**src/rtl/shift_defs.sv**
```systemverilog
// Shared op-code and state definitions for the shift unit family.
// The barrel shifter and the decoder use the same op-code set.
package shift_defs;

  localparam int SHW = 5;

  localparam logic [3:0] OP_LSR  = 4'b1001;
  localparam logic [3:0] OP_LSL  = 4'b1010;
  localparam logic [3:0] OP_ASR  = 4'b1011;
  localparam logic [3:0] OP_ROR  = 4'b1100;
  localparam logic [3:0] OP_ROL  = 4'b1101;
  localparam logic [3:0] OP_PASS = 4'b1111;

  localparam logic [1:0] ST_IDLE = 2'd0;
  localparam logic [1:0] ST_RUN  = 2'd1;
  localparam logic [1:0] ST_DONE = 2'd2;

  function automatic logic op_legal(input logic [3:0] op);
    logic ok;
    case (op)
      OP_LSR, OP_LSL, OP_ASR, OP_ROR, OP_ROL, OP_PASS: ok = 1'b1;
      default:                                         ok = 1'b0;
    endcase
    return ok;
  endfunction

  // Ops that need the iterative RUN phase (everything legal except PASS).
  function automatic logic op_iter(input logic [3:0] op);
    return op_legal(op) && (op != OP_PASS);
  endfunction

endpackage

```
**src/rtl/shift_step.sv**
```systemverilog
// One iteration of the shift unit: shifts or rotates the accumulator by k.
// k never exceeds STEP, so each op is a small bounded shifter.
module shift_step
  import shift_defs::*;
#(
  parameter int WIDTH = 32,
  parameter int STEP  = 4,
  parameter int KW    = $clog2(STEP) + 1
) (
  input  logic [WIDTH-1:0] i_acc,
  input  logic [KW-1:0]    i_k,
  input  logic [3:0]       i_op,
  output logic [WIDTH-1:0] o_acc
);

  logic [2*WIDTH-1:0] w_dbl;
  logic [2*WIDTH-1:0] w_ror;
  logic [2*WIDTH-1:0] w_rol;
  logic [WIDTH-1:0]   w_asr;

  // Rotating a doubled copy avoids a separate wrap-around term.
  assign w_dbl = {i_acc, i_acc};
  assign w_ror = w_dbl >> i_k;
  assign w_rol = w_dbl << i_k;
  assign w_asr = $signed(i_acc) >>> i_k;

  always_comb begin
    o_acc = i_acc;
    case (i_op)
      OP_LSR:  o_acc = i_acc >> i_k;
      OP_LSL:  o_acc = i_acc << i_k;
      OP_ASR:  o_acc = w_asr;
      OP_ROR:  o_acc = w_ror[WIDTH-1:0];
      OP_ROL:  o_acc = w_rol[2*WIDTH-1:WIDTH];
      default: o_acc = i_acc;
    endcase
  end

endmodule

```
**src/rtl/shift_sequencer.sv**
```systemverilog
// Iterative shift controller: accepts one request, shifts up to STEP bits
// per cycle, then holds the result until the consumer takes it.
module shift_sequencer
  import shift_defs::*;
#(
  parameter int WIDTH = 32,
  parameter int STEP  = 4
) (
  input  logic             clk,
  input  logic             rst,
  input  logic             req_valid,
  output logic             req_ready,
  input  logic [3:0]       req_op,
  input  logic [SHW-1:0]   req_sh,
  input  logic [WIDTH-1:0] req_data,
  output logic             rsp_valid,
  input  logic             rsp_ready,
  output logic [WIDTH-1:0] rsp_data,
  output logic             rsp_err,
  output logic             busy
);

  localparam int          KW     = $clog2(STEP) + 1;
  localparam logic [31:0] STEP_U = 32'(STEP);

  logic [1:0]       r_state;
  logic [3:0]       r_op;
  logic [SHW-1:0]   r_rem;
  logic [WIDTH-1:0] r_acc;
  logic             r_err;

  logic [KW-1:0]    w_k;
  logic [SHW-1:0]   w_rem_nxt;
  logic [WIDTH-1:0] w_step_acc;

  // k = min(rem, STEP); compared at 32 bits so STEP=WIDTH never truncates.
  always_comb begin
    w_k = KW'(STEP_U);
    if (32'(r_rem) < STEP_U) w_k = KW'(r_rem);
  end

  assign w_rem_nxt = r_rem - SHW'(w_k);

  shift_step #(
    .WIDTH (WIDTH),
    .STEP  (STEP),
    .KW    (KW)
  ) u_step (
    .i_acc (r_acc),
    .i_k   (w_k),
    .i_op  (r_op),
    .o_acc (w_step_acc)
  );

  always_ff @(posedge clk) begin
    if (rst) begin
      r_state <= ST_IDLE;
      r_op    <= '0;
      r_rem   <= '0;
      r_acc   <= '0;
      r_err   <= 1'b0;
    end else begin
      case (r_state)
        ST_IDLE: begin
          if (req_valid) begin
            r_op    <= req_op;
            r_rem   <= req_sh;
            r_acc   <= req_data;
            r_err   <= !op_legal(req_op);
            r_state <= (op_iter(req_op) && (req_sh != '0)) ? ST_RUN : ST_DONE;
          end
        end
        ST_RUN: begin
          r_acc <= w_step_acc;
          r_rem <= w_rem_nxt;
          if (w_rem_nxt == '0) r_state <= ST_DONE;
        end
        ST_DONE: begin
          if (rsp_ready) begin
            r_state <= ST_IDLE;
            r_err   <= 1'b0;
          end
        end
        default: r_state <= ST_IDLE;
      endcase
    end
  end

  assign req_ready = (r_state == ST_IDLE);
  assign rsp_valid = (r_state == ST_DONE);
  assign busy      = (r_state != ST_IDLE);
  assign rsp_data  = r_acc;
  assign rsp_err   = r_err;

endmodule

```
**config.mk**
```make
export PLATFORM = sky130hd
export DESIGN_NAME = shift_sequencer
export DESIGN_NICKNAME = d
export VERILOG_FILES = /design/src/rtl/shift_defs.sv /design/src/rtl/shift_step.sv /design/src/rtl/shift_sequencer.sv
export SDC_FILE = /design/constraint.sdc
export NUM_CORES = 1
export LEC_CHECK = 0
export ABC_AREA = 1
export CAP_MARGIN = 20
export CORE_MARGIN = 1
export CORE_UTILIZATION = 49
export DETAILED_ROUTE_END_ITERATION = 7
export PLACE_DENSITY = 0.74
export SLEW_MARGIN = 20
export SYNTH_ARGS = -nofsm -noshare
export SYNTH_HDL_FRONTEND = slang
export SYNTH_SLANG_ARGS = --single-unit
```
**constraint.sdc**
```tcl
create_clock -name clk -period 1.7 [get_ports clk]
set_input_delay 0.17 -clock clk [delete_from_list [all_inputs] [get_ports clk]]
set_output_delay 0.17 -clock clk [all_outputs]
set_load 0.005 [all_outputs]
```
==> impl_metrics.env <==
export IMPL_fin_worst_skew_ps=10.5
export IMPL_cts_sink_count=44
export IMPL_worst_path_buf_inv=5
export IMPL_synth_seq_cells=44
export IMPL_seq_area_frac_synth=0.189
export IMPL_r2r_end="rsp_data[5]"
export IMPL_avgSynthCellArea_sq_um=5.16
export IMPL_drc=3
export IMPL_clock_root_buffer="clkbuf_8"
export IMPL_dp_hpwl_mm=14.2
export IMPL_rows=35
export IMPL_slowest_delay_ps=340
export IMPL_synthCells=904
export IMPL_via_count=7103
export IMPL_reg2reg_depth=13
export IMPL_start_util=0.505
export IMPL_maxCapViolations=0
export IMPL_hold_depth=3
export IMPL_grt_max_degree=36
export IMPL_critPathMaxFanout=6
export IMPL_drtIter0Drc=783
export IMPL_violations="design-rule violations, negative setup slack"
export IMPL_ant_nets=0
export IMPL_mappedNetlistArea_sq_mm=0.00467
export IMPL_async_flop_share=0
export IMPL_syn2layout_area_growth_pct=54.9
export IMPL_io_pin_count=81
export IMPL_drive_above_1_share=0.260
export IMPL_start_kind="register"
export IMPL_layout_nets=1094
export IMPL_path_delay_family="simple AND/OR/NAND/NOR gates"
export IMPL_min_from="req_op[0]"
export IMPL_antenna_found_initial=0
export IMPL_drv_slew=0
export IMPL_synth_most_common_cell="nand2_1"
export IMPL_endpoint_kind="register"
export IMPL_die_h_um=99.6
export IMPL_routedWlPerCell_um=18.1
export IMPL_fill_cells=723
export IMPL_rsz0062_at_grt="true"
export IMPL_dieArea_sq_mm=0.00992
export IMPL_synth_area_leaders="nand2_1 26%, dfxtp_1 19%, nand3_1 19%"
export IMPL_drt_total_wl_mm=21.3
export IMPL_grt_total_usage=0.421
export IMPL_yosys_top_cells_count="319 x nand2_1, 174 x nand3_1, 101 x nor2_1, 71 x inv_1, 62 x a21oi_1"
export IMPL_cts_buffers=5
export IMPL_synth_edf_count=0
export IMPL_min_to="r_op[0]"
export IMPL_ir_worst_vdd_uv=932
export IMPL_io_buffers=80
export IMPL_multi_input_area_sq_mm=0.00386
export IMPL_yosysTopAreaCell="nand2_1"
export IMPL_crit_chain="nor2_4 > nand2_4 > buf_6 > nor2_4 > buf_12 > buf_8 > buf_16 > buf_8 > nand2_4 > a31oi_1 > nand2_1 > nand2_1 > a21oi_1"
export IMPL_yosysWarnings=0
export IMPL_min_path_type="in -> reg"
export IMPL_worstPathArrival_ps=2110
export IMPL_run_status="complete, but fails checks"
export IMPL_synth_top_cell_area_share=0.257
export IMPL_seqCellArea_sq_um=886
export IMPL_n_antenna_cell=0
export IMPL_htreeDepth=2
export IMPL_crit_type="reg -> reg"
export IMPL_clock_fmax_ghz=0.525
export IMPL_worst_slack_ps=-205
export IMPL_finalSetupTns_ps=-4920
export IMPL_overflow=0
export IMPL_place_ws_ps=-256
export IMPL_gp_congestion=1.01
export IMPL_crit_required_ps=1900
export IMPL_finalHoldViolCount=0
export IMPL_path_clk_slew_ps=100
export IMPL_synthDistinctLibCells=34
export IMPL_grt_pass1_wl_mm=33.1
export IMPL_final_setup_viol_count=36
export IMPL_min_period_ps=1900
export IMPL_power_density_mw_per_mm2=1570
export IMPL_clk_latency_ps=310
export IMPL_core_sq_mm=0.00924
export IMPL_min_period_over_period=1.12
export IMPL_drtPass1Iterations=8
export IMPL_power_leakage_uw=0.00322
export IMPL_r2r_start="r_rem[3]"
export IMPL_die_w_um=99.6
export IMPL_cts_tree="yes"
export IMPL_r2r_slack_ps=-200
export IMPL_cp_slowest_cell="dfxtp_2"
export IMPL_clockBufferDepth=2
export IMPL_syn_nets=950
export IMPL_synth_ff_type="dfxtp_1"
export IMPL_vias_per_cell=6.03
export IMPL_grt_pass1_vias=6572
cell usage in the layout (no fill, tap or decap), types with 9 or more instances in the layout:
cell,netlist,routed
buf_12,0,14
clkdlybuf4s50_1,0,80
nor2_1,101,91
nand3_1,174,122
buf_6,1,15
a21oi_1,62,53
nand2_2,1,51
nand3_4,0,10
nand2_1,319,264
nand4_1,22,22
inv_2,9,9
nand3_2,1,43
o21ai_0,23,14
dfxtp_1,44,40
buf_4,5,72
inv_1,71,70
state kept, by name, indices dropped and copies added, names as in the netlist:
signal and cells:
rsp_data 32, r_rem 5, r_op 4, r_state 2, rsp_err 1
worst max path at each step:
| stage | endpoint | startpoint | cells after the start |
|---|---|---|---|
| 2_1_floorplan | r_state[0] | r_rem[4] | 13 |
| 3_3_place_gp | rsp_data[18] | r_rem[4] | 14 |
| 3_5_place_dp | rsp_data[18] | r_rem[4] | 14 |
| 4_1_cts | rsp_data[1] | r_rem[3] | 14 |
| 5_1_grt | rsp_data[23] | r_rem[2] | 14 |
| 6_report | rsp_data[5] | r_rem[3] | 13 |
per-stage QoR:
stage | util | instance area [sq um] | std cells | power (uW) | hold WS, ps
floorplan | - | 4670 | 904 | 5840 | 318
global placement | 0.667 | 6160 | 1147 | 8550 | 463
detailed placement | 0.667 | 6160 | 1147 | 8650 | 472
CTS | 0.754 | 6970 | 1173 | 10500 | 469
global route | 0.782 | 7230 | 1177 | 12000 | 499
finish | 0.782 | 7230 | 1177 | 11400 | 465
layout make-up:
| cell class | count | area share |
|---|---|---|
| Timing Repair Buffer | 187 | 0.265 |
| Clock buffer | 7 | 0.0133 |
| Multi-Input combinational cell | 729 | 0.534 |
| Inverter | 81 | 0.0428 |
| Sequential cell | 44 | 0.123 |
| Tap cell | 129 | 0.0223 |
cells by family (layout without fill, tap and decap cells):
family / after synthesis / count (layout) / synth area share
AOI/OAI and AO/OA: 99 / 99 / 0.114
buffers and inverters: 132 / 275 / 0.119
DFF: 44 / 44 / 0.189
other: 1 / 1 / 0.000804
adders and majority gates: 1 / 1 / 0.00268
and+or+nand+nor: 627 / 628 / 0.575
routing by layer:
metal | wire length, um | up-vias | global-route usage
met5 | 0 | - | 0
met4 | 815 | 0 | 0.145
met3 | 2960 | 110 | 0.0949
met2 | 9240 | 554 | 0.661
met1 | 8320 | 3200 | 0.567
li1 | - | 3239 | -
worst reg2reg max path: stages, from the launching register on:
cell     delay [ps]
dfxtp_2         340
nor2_4          140
nand2_4          80
buf_6           130
nor2_4          120
buf_12          140
buf_8           110
buf_16          110
buf_8           120
nand2_4          60
a31oi_1         150
nand2_1         140
nand2_1         100
a21oi_1          60
timing repair:
item / CTS / global route
endpoints found under the setup margin: 36 / 37
gates resized for setup: 113 / 84
buffers inserted: 13 / 7
hold buffers: 0 / 0
cloned: 6 / 0
pin swaps: 85 / 36
hold endpoints to repair: 0 / 0
where the power goes:
part | switching (uW) | leakage (uW) | internal (uW)
logic | 5280 | 0.00281 | 3610
registers | 318 | 0.000365 | 1370
clock network | 419 | 0.0000503 | 364
(Power assumes the default switching activity.)
